## config.mk

```make
export PLATFORM = sky130hd
export DESIGN_NAME = piso_serializer
export DESIGN_NICKNAME = d
export VERILOG_FILES = /design/src/rtl/piso_serializer.sv
export SDC_FILE = /design/constraint.sdc
export NUM_CORES = 1
export LEC_CHECK = 0
export CAP_MARGIN = 10
export CELL_PAD_IN_SITES_DETAIL_PLACEMENT = 1
export CELL_PAD_IN_SITES_GLOBAL_PLACEMENT = 1
export CORE_UTILIZATION = 30
export CTS_CLUSTER_DIAMETER = 60
export DETAILED_ROUTE_END_ITERATION = 7
export PLACE_DENSITY = 0.77
export RECOVER_POWER = 50
export SYNTH_ARGS = -nofsm -noshare
export SYNTH_HDL_FRONTEND = slang
export SYNTH_SLANG_ARGS = --single-unit
```

## constraint.sdc

```tcl
create_clock -name clk -period 1.5 [get_ports clk]
set_input_delay 0.15 -clock clk [delete_from_list [all_inputs] [get_ports clk]]
set_output_delay 0.15 -clock clk [all_outputs]
set_load 0.005 [all_outputs]
```

## src/rtl/piso_serializer.sv

```systemverilog
// Parallel-in/serial-out transmitter: loads a WIDTH-bit word over valid/ready and shifts it out one bit per clock.
// Optional even-parity trailer bit when PISO_PARITY_EN is defined.
module piso_serializer #(
  parameter int WIDTH     = 8,
  parameter int LSB_FIRST = 0
) (
  input  logic             clk,
  input  logic             rst_n,
  input  logic [WIDTH-1:0] data_in,
  input  logic             load_valid,
  output logic             load_ready,
  output logic             ser_out,
  output logic             ser_valid,
  output logic             busy,
  output logic             done
);

  localparam int CW = $clog2(WIDTH);

  localparam logic [1:0] S_IDLE  = 2'd0;
  localparam logic [1:0] S_SHIFT = 2'd1;
`ifdef PISO_PARITY_EN
  localparam logic [1:0] S_PAR   = 2'd2;
`endif

  logic [1:0]       state_reg;
  logic [WIDTH-1:0] sreg_reg;
  logic [CW-1:0]    cnt_reg;
  logic [WIDTH-1:0] sreg_next;
  logic             head_bit;
  logic             last_bit;
  logic             accept;

  // Shift toward the head bit, filling the vacated end with zero.
  genvar gi;
  generate
    for (gi = 0; gi < WIDTH; gi++) begin : g_shift
      if (LSB_FIRST != 0) begin : g_lsb
        if (gi == WIDTH-1) begin : g_fill
          assign sreg_next[gi] = 1'b0;
        end else begin : g_move
          assign sreg_next[gi] = sreg_reg[gi+1];
        end
      end else begin : g_msb
        if (gi == 0) begin : g_fill
          assign sreg_next[gi] = 1'b0;
        end else begin : g_move
          assign sreg_next[gi] = sreg_reg[gi-1];
        end
      end
    end
  endgenerate

  assign head_bit = (LSB_FIRST != 0) ? sreg_reg[0] : sreg_reg[WIDTH-1];
  assign last_bit = (state_reg == S_SHIFT) && (cnt_reg == '0);
  assign accept   = load_valid && load_ready;
  assign busy     = (state_reg != S_IDLE);

`ifdef PISO_PARITY_EN
  logic par_reg;

  assign load_ready = (state_reg == S_IDLE) || (state_reg == S_PAR);
  assign done       = (state_reg == S_PAR);
  assign ser_valid  = (state_reg == S_SHIFT) || (state_reg == S_PAR);
  assign ser_out    = (state_reg == S_SHIFT) ? head_bit :
                      (state_reg == S_PAR)   ? par_reg  : 1'b0;
`else
  assign load_ready = (state_reg == S_IDLE) || last_bit;
  assign done       = last_bit;
  assign ser_valid  = (state_reg == S_SHIFT);
  assign ser_out    = (state_reg == S_SHIFT) ? head_bit : 1'b0;
`endif

  always_ff @(posedge clk) begin
    if (!rst_n) begin
      state_reg <= S_IDLE;
      sreg_reg  <= '0;
      cnt_reg   <= '0;
    end else if (accept) begin
      state_reg <= S_SHIFT;
      sreg_reg  <= data_in;
      cnt_reg   <= CW'(WIDTH-1);
    end else begin
      case (state_reg)
        S_SHIFT: begin
          sreg_reg <= sreg_next;
          if (cnt_reg != '0) begin
            cnt_reg <= cnt_reg - 1'b1;
          end else begin
`ifdef PISO_PARITY_EN
            state_reg <= S_PAR;
`else
            state_reg <= S_IDLE;
`endif
          end
        end
        default: state_reg <= S_IDLE;
      endcase
    end
  end

`ifdef PISO_PARITY_EN
  // Parity is latched at load because the shift register is consumed during the frame.
  always_ff @(posedge clk) begin
    if (!rst_n) begin
      par_reg <= 1'b0;
    end else if (accept) begin
      par_reg <= ^data_in;
    end
  end
`endif

endmodule

```

Word-level counts from Yosys, hierarchy flattened --
Cells that the tools add are included.
Storage, ports and cells: bits in writable memories 0, register bits 12, bits in read-only memories 0, output and inout port bits 5, bits in latches 0, memories kept 0, input port bits 11
Operators by class: multiply operators 0, bitwise operators 0, reduce and logical (&&, ||, !) cells 9, muxes and demuxes 9, add/sub/neg operators 1, equal/unequal tests 1, shift operators 0, magnitude comparators 0, div/mod/pow operators 0
Operators by type and width (number):
- two-way mux 8 bit | 2
- two-way mux 3 bit | 3
- two-way mux 1 bit | 4
- nonzero test 2 bit | 2
- logical NOT 3 bit | 1
- inequality test 3 bit (second input constant) | 1
- nonzero test 3 bit | 1
- subtractor 3 x 1 -> 3 bit (second input constant) | 1
- logical AND 1 bit | 2
- logical NOT 2 bit | 1
- AND reduction 2 bit | 1
- logical OR 1 bit | 1

Depth between registers and ports, before layout --
Gate-level depths: netlist (run 1).
depth after elaboration 6, mapped depth 7, mapped depth without buffers 7

Worst setup path after synthesis (run 1) --
OpenSTA, ideal clock, no wires.
path kind register -> register, start point register cnt_reg[0], end point register sreg_reg[0], stages on the path, launching flop included 8, setup slack 0.069 ns, arrival 1.311 ns, buffers on the path 0, library setup time 0.119 ns, cells stage by stage dfxtp_1 inv_1 ha_1 ha_1 and2b_4 inv_4 a32oi_1 nor2_1
On the way: word-level cells in the longest chain between the ends 5
Ends and longest elaborated chain:
- from (decl) | RTL line 28 | logic [CW-1:0] cnt_reg;
- from (signal assigned) | RTL line 82 | cnt_reg <= CW'(WIDTH-1);
- from (signal assigned) | RTL line 88 | cnt_reg <= cnt_reg - 1'b1;
- logical NOT 3 bit * | RTL line 55 | assign last_bit = (state_reg == S_SHIFT) && (cnt_reg == '0);
- logical AND 1 bit * | RTL line 55
- logical OR 1 bit * | RTL line 68 | assign load_ready = (state_reg == S_IDLE) || last_bit;
- named net load_ready | RTL line 11 | output logic load_ready,
- logical AND 1 bit * | RTL line 56 | assign accept = load_valid && load_ready;
- two-way mux 8 bit or nonzero test 2 bit (tied branches)
- to (signal assigned) | RTL line 81 | sreg_reg <= data_in;
- to (signal assigned) | RTL line 86 | sreg_reg <= sreg_next;
- to (decl) | RTL line 27 | logic [WIDTH-1:0] sreg_reg;
The timed path passes the listed nets; every way through them passes the cells marked *. A chain may end at the register's enable or synchronous reset.

Worst setup path in the final report (run 1) --
start point register cnt_reg[0], end point output load_ready
On the way: word-level cells in the longest chain between the ends 3
Ends and longest elaborated chain (RTL line):
- logical NOT 3 bit | 55
- logical AND 1 bit | 55
- logical OR 1 bit | 68
- to (decl) | 11
No other way between the ends.

==> key figures, run 1 <==
Worst hold path
  • Hold Startpoint: sreg_reg[2]
  • Worst Hold Class: reg2reg
  • Hold depth: 2
  • Endpoint, Worst Hold: sreg_reg[3]

Layout
  • Area grow syn2layout: 43.2%
  • Final cell count without fillers: 110
  • Commonest non-fill, non-tap cell in the layout: clkdlybuf4s50_1
  • Area occupied by multi-input gates: 319 um^2
  • Max reg flops: 8
  • # fillers: 201
  • Antenna diode count: 0
  • Register area: 246 um^2
  • Nets: 100
  • Fraction of layout cells with a size suffix above 1: 30.6%
  • Most frequent cells in the layout: clkdlybuf4s50_1, dfxtp_1, a21oi_1, o21ai_1, o21ai_0

Flow run
  • Number of max-cap violations: 0

Clocking
  • Clk slew on worst S/H paths: 80 ps
  • Htree depth: 1
  • Clock Tree Root: clkbuf_4
  • Inserted Clock Buffers: 3
  • Post-CTS setup buffers: 0
  • Clk Latency, worst-skew pair: 270 ps
  • CTS tree: done
  • Clk sink count: 12
  • Maximum root-to-sink buffer count: 2

Global routing
  • GR Overflow Total: 0
  • Vias in the first global route: 503
  • Global-route wire length before repair: 2310 um
  • Total GRT Usage: 15.9%
  • Initial antenna violation count: 0
  • Pin count of the biggest net entering global routing: 14

Detailed routing
  • Vias: 564
  • Initial drt markers: 12
  • First-pass DRT Iterations: 4
  • WL/cell: 13.8 um
  • DRC Markers: 0
  • Routed vias/inst: 5.13
  • DRT antenna net count: 0
  • Drt total wl: 1520 um

Logic synthesis
  • Area contributors post-synth: dfxtp_1, a31oi_1, a21oi_1, a211oi_2, o21ai_0
  • Average instance area after synthesis: 9.09 um^2
  • #FFs+latches synth: 12
  • Mapped Cells: 65
  • Post-synth net total: 78
  • Synth area leader: dfxtp_1
  • Synth Cell Area: 591 um^2
  • Register area share after synthesis: 40.7%
  • Yosys warnings: 0
  • Post-synthesis cell type count: 19
  • Synth top area share: 40.7%

Floorplanning
  • Die width: 46.4 um
  • Effective utilization at floorplan: 33.1%
  • # rows: 15
  • Die footprint: 2150 um^2
  • Core footprint: 1780 um^2
  • I/O pin count: 16
  • Die outline height: 46.4 um

Worst setup path
  • Crit end category: output pin
  • WP buf/inv: 3
  • Req. time, crit path: 1350 ps
  • Crit path arrival time: 1360 ps
  • Crit Path Category: reg2out
  • CP top delay family: flip-flops
  • Setup slack, reg-to-reg: 0 ps
  • Crit Reg-Reg Endpoint: sreg_reg[0]
  • Crit path cell chain: inv_2, ha_4, ha_4, and2b_4, inv_4, buf_6
  • Cell type of the slowest stage on the worst timing path: dfxtp_2
  • Max incr delay on CP: 340 ps
  • Critical Path Most Common Cell: ha_4
  • Worst Setup Start Kind: register
  • Critical path fanouts, max: 2
  • Critical path depth in cells: 6
  • Worst reg2reg path startpoint: cnt_reg[0]
  • R2R depth: 8

Pwr
  • Total power: 791 uW
  • Static Leak: 0.000314 uW
  • VDD IR max: 0.362 mV
  • Cell Pwr Density: 936 nW/um^2

STA
  • Hold Fails Final Rpt: 0
  • Final Max Slew Viols: 0
  • Setup WS post-layout: -10.4 ps
  • Worst clock skew: 1.41 ps
  • Minimum clock period: 1510 ps
  • Post-route setup TNS: -10.4 ps
  • Final setup fails: 1
  • RSZ-0062 raised after global routing: yes
  • Fmax: 662 MHz
  • Slew margin rel.: 58.4%
  • Measured slew at the worst slew-check pin: 621 ps
  • Final period util: 101%
  • Hold Worst Slack: 483 ps

Placement
  • PortBufs: 15
  • Placer congestion estimate: 0.762
  • Placed instance count: 107
  • Dpl hpwl: 1040 um

Outcome
  • Status: complete, but fails checks
  • Failing checks: negative setup slack
## report_power, final
group | leakage, uW | internal (uW) | switching [uW]
clock network | 0.0000138 | 93.0 | 111
registers | 0.000101 | 350 | 17.4
logic | 0.000200 | 117 | 103
total | 0.000314 | 560 | 232
## per-stage QoR
| stage | instance area [um^2] | util (%) | worst slack, ps |
|---|---|---|---|
| 3_3_place_gp | 777 | 43.6 | -70.4 |
| 6_report | 846 | 47.4 | -10.4 |
| 2_1_floorplan | 591 | - | 69.3 |
| 4_1_cts | 805 | 45.1 | -25.8 |
| 3_5_place_dp | 777 | 43.6 | -116 |
| 5_1_grt | 846 | 47.4 | -74.8 |
## repair_timing
action / 4_1_cts / 5_1_grt
pin swaps: 10 / 2
endpoints found under the setup margin: 14 / 13
hold buffers: 0 / 0
gates resized for setup: 15 / 6
## per-layer routing
metal	track usage (%)	routed length [um]	up-vias
li1	-	-	278
met4	10.6	25	0
met2	25.8	744	15
met5	0	0	-
met3	3.53	61	2
met1	18.4	691	269
## cell families (layout without fill, tap and decap cells)
kind of cell               count (synthesis)  count (layout)  share of synthesized area, %
and+or+nand+nor                            9               9                          9.11
adders and majority gates                  2               2                          4.24
DFF                                       12              12                          40.7
AOI/OAI and AO/OA                         33              33                          33.9
buffers and inverters                      9              29                          12.1
## cell usage after synthesis
master and count:
bufinv_8 1, buf_12 1, buf_4 1, o21ai_1 7, a31oi_1 7, or2_1 1, a21oi_1 8, nor3_1 3
inv_4 1, nor2_1 2, dfxtp_1 12, o21ai_0 7, a211oi_2 3, a32oi_1 1, and2b_4 1, and2_2 2
buf_2 1, ha_1 2, inv_1 4
## layout make-up
cell class / count / share of cell area (%)
multi-input cells: 44 / 37.7
inverters: 6 / 4.59
repair buffers: 20 / 22.2
flip-flops and latches: 12 / 29.1
well taps: 25 / 3.70
clock buffers: 3 / 2.66
## worst min-delay path: stages, from the launching register on
cell and delay (ps):
dfxtp_1 310, o21ai_1 70, a21oi_1 60
## worst max path at each step
stage / to / slack [ps] / from
global route: load_ready / -70 / cnt_reg[0]
finish: load_ready / -10 / cnt_reg[0]
CTS: load_ready / -30 / cnt_reg[1]
floorplan: sreg_reg[0] / 70 / cnt_reg[0]
global placement: load_ready / -70 / cnt_reg[0]
detailed placement: load_ready / -120 / cnt_reg[0]
Power figures use the tool's default switching activity.
==> run 2, diff against run 1 <==
Settings changed: ABC_AREA set to 0.
==> results of run 2 <==
Same layout as run 1: the final DEF is identical, and so are final timing and power.
==> run 3, diff against run 2 <==
Settings changed: CORE_UTILIZATION 30 to 32, CTS_BUF_LIST set to sky130_fd_sc_hd__clkbuf_8, PLACE_DENSITY 0.77 to 0.81.
==> key figures, run 3 (same netlist as run 1, synthesis figures left out) <==
Pwr
  • Seq pwr share: 38.6%
  • Static Leak: 0.000325 uW
  • Internal power: 703 uW
  • VDD IR max: 0.659 mV
  • Cell Pwr Density: 1080 nW/um^2
  • Psw: 253 uW
  • Combinational power share: 23.8%
  • Switching part of the total power: 26.5%
  • Clock power frac: 37.5%

Floorplanning
  • Core footprint: 1730 um^2
  • # rows: 15
  • Effective utilization at floorplan: 34.2%
  • Die footprint: 2020 um^2
  • I/O pin count: 16
  • Die outline height: 45.0 um
  • Die width: 45.0 um

Worst setup path
  • Crit Reg-Reg Endpoint: sreg_reg[4]
  • Max incr delay on CP: 330 ps
  • R2R depth: 8
  • Cell type of the slowest stage on the worst timing path: dfxtp_2
  • CP Launch Point: cnt_reg[0]
  • Setup slack, reg-to-reg: 20 ps
  • Crit Path Category: reg2out
  • Crit end category: output pin
  • CP endpoint: load_ready
  • Worst Setup Start Kind: register
  • Worst reg2reg path startpoint: cnt_reg[0]
  • Crit path arrival time: 1340 ps
  • Critical Path Most Common Cell: ha_4
  • Critical path fanouts, max: 2
  • Crit path cell chain: inv_2, ha_4, ha_4, and2b_4, inv_4, buf_2
  • Req. time, crit path: 1350 ps

STA
  • Worst clock skew: 0.440 ps
  • Hold Fails Final Rpt: 0
  • Slew margin rel.: 55.8%
  • Measured slew at the worst slew-check pin: 661 ps
  • Minimum clock period: 1490 ps
  • RSZ-0062 raised after global routing: yes
  • Fmax: 673 MHz
  • Post-route setup TNS: 0 ps
  • Hold Worst Slack: 484 ps
  • Final Max Slew Viols: 0
  • Final period util: 99.1%
  • Final setup fails: 0

Placement
  • Dpl hpwl: 1120 um
  • Placed instance count: 107
  • Placer congestion estimate: 0.710
  • PortBufs: 15

Global routing
  • Initial antenna violation count: 0
  • GR Overflow Total: 0
  • Vias in the first global route: 588
  • Global-route wire length before repair: 2670 um
  • Pin count of the biggest net entering global routing: 14
  • Total GRT Usage: 18.6%

Layout
  • Fraction of layout cells with a size suffix above 1: 31.4%
  • Nets: 100
  • Final cell count without fillers: 111
  • Commonest non-fill, non-tap cell in the layout: clkdlybuf4s50_1
  • Antenna diode count: 0
  • Area grow syn2layout: 49.4%
  • Most frequent cells in the layout: clkdlybuf4s50_1, dfxtp_1, o21ai_1, o21ai_0, a21oi_1
  • Max reg flops: 8

Detailed routing
  • Routed vias/inst: 5.14
  • WL/cell: 15.3 um
  • Vias: 570
  • DRC Markers: 0
  • Drt total wl: 1700 um
  • First-pass DRT Iterations: 4
  • DRT antenna net count: 0
  • Initial drt markers: 4

Clocking
  • Clock Tree Root: clkbuf_8
  • Clk slew on worst S/H paths: 50 ps
  • Clk Latency, worst-skew pair: 240 ps
  • Inserted Clock Buffers: 3
  • CTS tree: done
  • Clk sink count: 12
  • Post-CTS setup buffers: 0
  • Maximum root-to-sink buffer count: 2
  • Htree depth: 1

Worst hold path
  • Worst Hold Class: reg2reg

Flow run
  • Number of max-cap violations: 0

Outcome
  • Status: finished, final reports clean
[run 3: area by class of cell]
type	instances	area (um^2)
inverter	6	38.8
tap	25	31.3
sequential	12	244
multi-input combinational	44	323
timing repair buffer	20	190
clock buffer	4	55.1
fill	206	845
[run 3: per-stage QoR]
| stage | power [uW] | utilization, % | setup slack [ps] | instance area (um^2) |
|---|---|---|---|---|
| floorplan | 490 | - | 69.3 | 591 |
| global placement | 559 | 45.0 | -78.2 | 777 |
| detailed placement | 570 | 45.0 | -127 | 777 |
| CTS | 943 | 49.9 | 1.86 | 862 |
| global route | 999 | 51.1 | -25.8 | 882 |
| finish | 956 | 51.1 | 13.4 | 882 |
[run 3: worst min-delay path by stage]
| stage | startpoint | endpoint | slack, ps | cells past startpoint |
|---|---|---|---|---|
| after floorplan | rst_n | sreg_reg[1] | 290 | 2 |
| after detailed placement | sreg_reg[2] | sreg_reg[3] | 480 | 2 |
| after global placement | sreg_reg[5] | sreg_reg[6] | 470 | 2 |
| final | sreg_reg[2] | sreg_reg[3] | 480 | 2 |
| after CTS | sreg_reg[0] | sreg_reg[1] | 490 | 2 |
| after global routing | sreg_reg[0] | sreg_reg[0] | 510 | 2 |
[run 3: what timing repair did]
item / 4_1_cts / 5_1_grt
pin swaps: 3 / 4
hold buffers: 0 / 0
setup endpoints to repair: 13 / 13
resized for setup: 15 / 5
[run 3: worst max-delay path, delay by kind of cell, from the launching register on]
family,cells,cell delay (ps)
DFF,1,330
adders and majority gates,2,300
and+or+nand+nor,1,260
buffers and inverters,3,200
[run 3: power groups by stage]
stage          clock network, uW  registers (uW)  logic [uW]
2_1_floorplan                  0             369         121
3_3_place_gp                   0             370         189
3_5_place_dp                   0             373         197
4_1_cts                      359             368         216
5_1_grt                      379             372         247
6_report                     359             369         228
[run 3: per-layer routing]
| layer | vias up | global-route usage (%) | wire length [um] |
|---|---|---|---|
| li1 | 279 | - | - |
| met3 | 2 | 4.00 | 73 |
| met4 | 0 | 5.45 | 18 |
| met5 | - | 0 | 0 |
| met2 | 14 | 32.5 | 863 |
| met1 | 275 | 22.8 | 745 |
==> patch, RTL diff (settings of run 3) <==
Add a define of `PISO_PARITY_EN`.
--- a/src/rtl/piso_serializer.sv
+++ b/src/rtl/piso_serializer.sv
@@ -2,2 +2,4 @@
 // Optional even-parity trailer bit when PISO_PARITY_EN is defined.
+`define PISO_PARITY_EN
+
 module piso_serializer #(
Formal check against the unedited RTL: not equivalent (Yosys sat finds a counterexample within 10 cycles, from zero or initial values and one cycle with rst_n low).
==> patch against run 3 <==
Worst setup slack better by 36 ps; area after synthesis up 38%; cell count up 15%; routed wire length up 2.0%; sequential share of layout area down 0.84 points; final area up 21%; sequential cell count up 2; critical path type unchanged; highest routed layer unchanged; largest power group unchanged; power up 7.3%.
==> patch: results (changes against run 3) <==
status=completed; pin count of the biggest net entering global routing=18 (+4); arrival time at the worst endpoint=1300 ps (-40 ps); Post-DP HPWL=1300 µm (+16%); number of buffers inserted to repair setup after CTS=1 (+1); PostCTS Resize Cnt=9 (-6); critical path fanouts, max=3 (+1); Commonest cells post-synth=14 x dfxtp_1, 12 x nand2_1, 8 x xnor2_1; GRT Resource Usage Total=0.147 (-0.0389); DRT Wirelength=1740 µm (+2.0%); routed vias/inst=5.08 (-1.1%); Fin Clk Skew=1.70 ps (+1.26 ps); fraction of standard cell area that is sequential=0.268 (-0.00836); mean instance size in the synthesized netlist=9.95 µm² (+9.5%); slew at the pin closest to its max-slew limit=401 ps (-260 ps); Max stage delay cell, worst path=dfxtp_4; top post-synthesis cells by area=dfxtp_1 34%, mux2i_1 8.6%, o211a_1 8.6%; number of unique standard cell types used by synthesis=26 (+7); clock sink count=14 (+2); worst flop-to-flop path endpoint=par_reg$_SDFFE_PN0P_; worst setup slack before clock tree synthesis=-53.3 ps (+73.2 ps); vias in the first global route=672 (+14%); final hold slack=512 ps (+28.2 ps); delay of the slowest cell on the worst path=360 ps (+30 ps); number of violations reported at the end of detailed-routing iteration 0=2 (-2); footprint of the multi-input gates=495 µm² (+53%); Data buffer area share=0.176 (-0.0391); fill count=263 (+28%); minimum clock period after layout=1450 ps (-36.2 ps); Hold Crit Endpoint=sreg_reg[0]$_SDFFE_PN0P_; routability congestion estimate from global placement=0.685 (-3.5%); fraction of the yosys area taken by sequential cells=0.344 (-0.0632); placed cell count=124 (+16%); total of clock buffers placed in the layout=3 (-1); count of inverters other than clock inverters in the layout=5 (-1); number of cells on the worst reg-to-reg path=6 (-2); Post-Syn Nets=98 (+26%); r2r setup slk=80 ps (+60 ps); post-layout util=0.463 (-0.0479); post-placement cell area=990 µm² (+27%); final-layout clock-cell area share=0.0388 (-0.0236)
==> patch: cell families after synthesis <==
logic type,count (synthesis),synth area share
adder cells (fa/ha/maj),5,0.0767
flip-flops,14,0.344
multiplexers,8,0.104
AND/OR/NAND/NOR,19,0.130
buffers and inverters,10,0.0736
AO/OA/AOI/OAI,18,0.186
XOR/XNOR,8,0.0859
==> patch: per-layer routing <==
metal / vias up / global-route usage / wire length, µm
met4: 0 / 0.0921 / 42
met1: 313 / 0.158 / 774
met5: - / 0 / 0
li1: 317 / - / -
met2: 16 / 0.268 / 877
met3: 4 / 0.0174 / 41
==> patch: report_power, final <==
| part | internal, mW | total (mW) | leakage, nW | switching, mW |
|---|---|---|---|---|
| Clock | 0.178 | 0.308 | 0.0216 | 0.130 |
| Sequential | 0.409 | 0.430 | 0.117 | 0.0205 |
| Combinational | 0.153 | 0.288 | 0.354 | 0.136 |
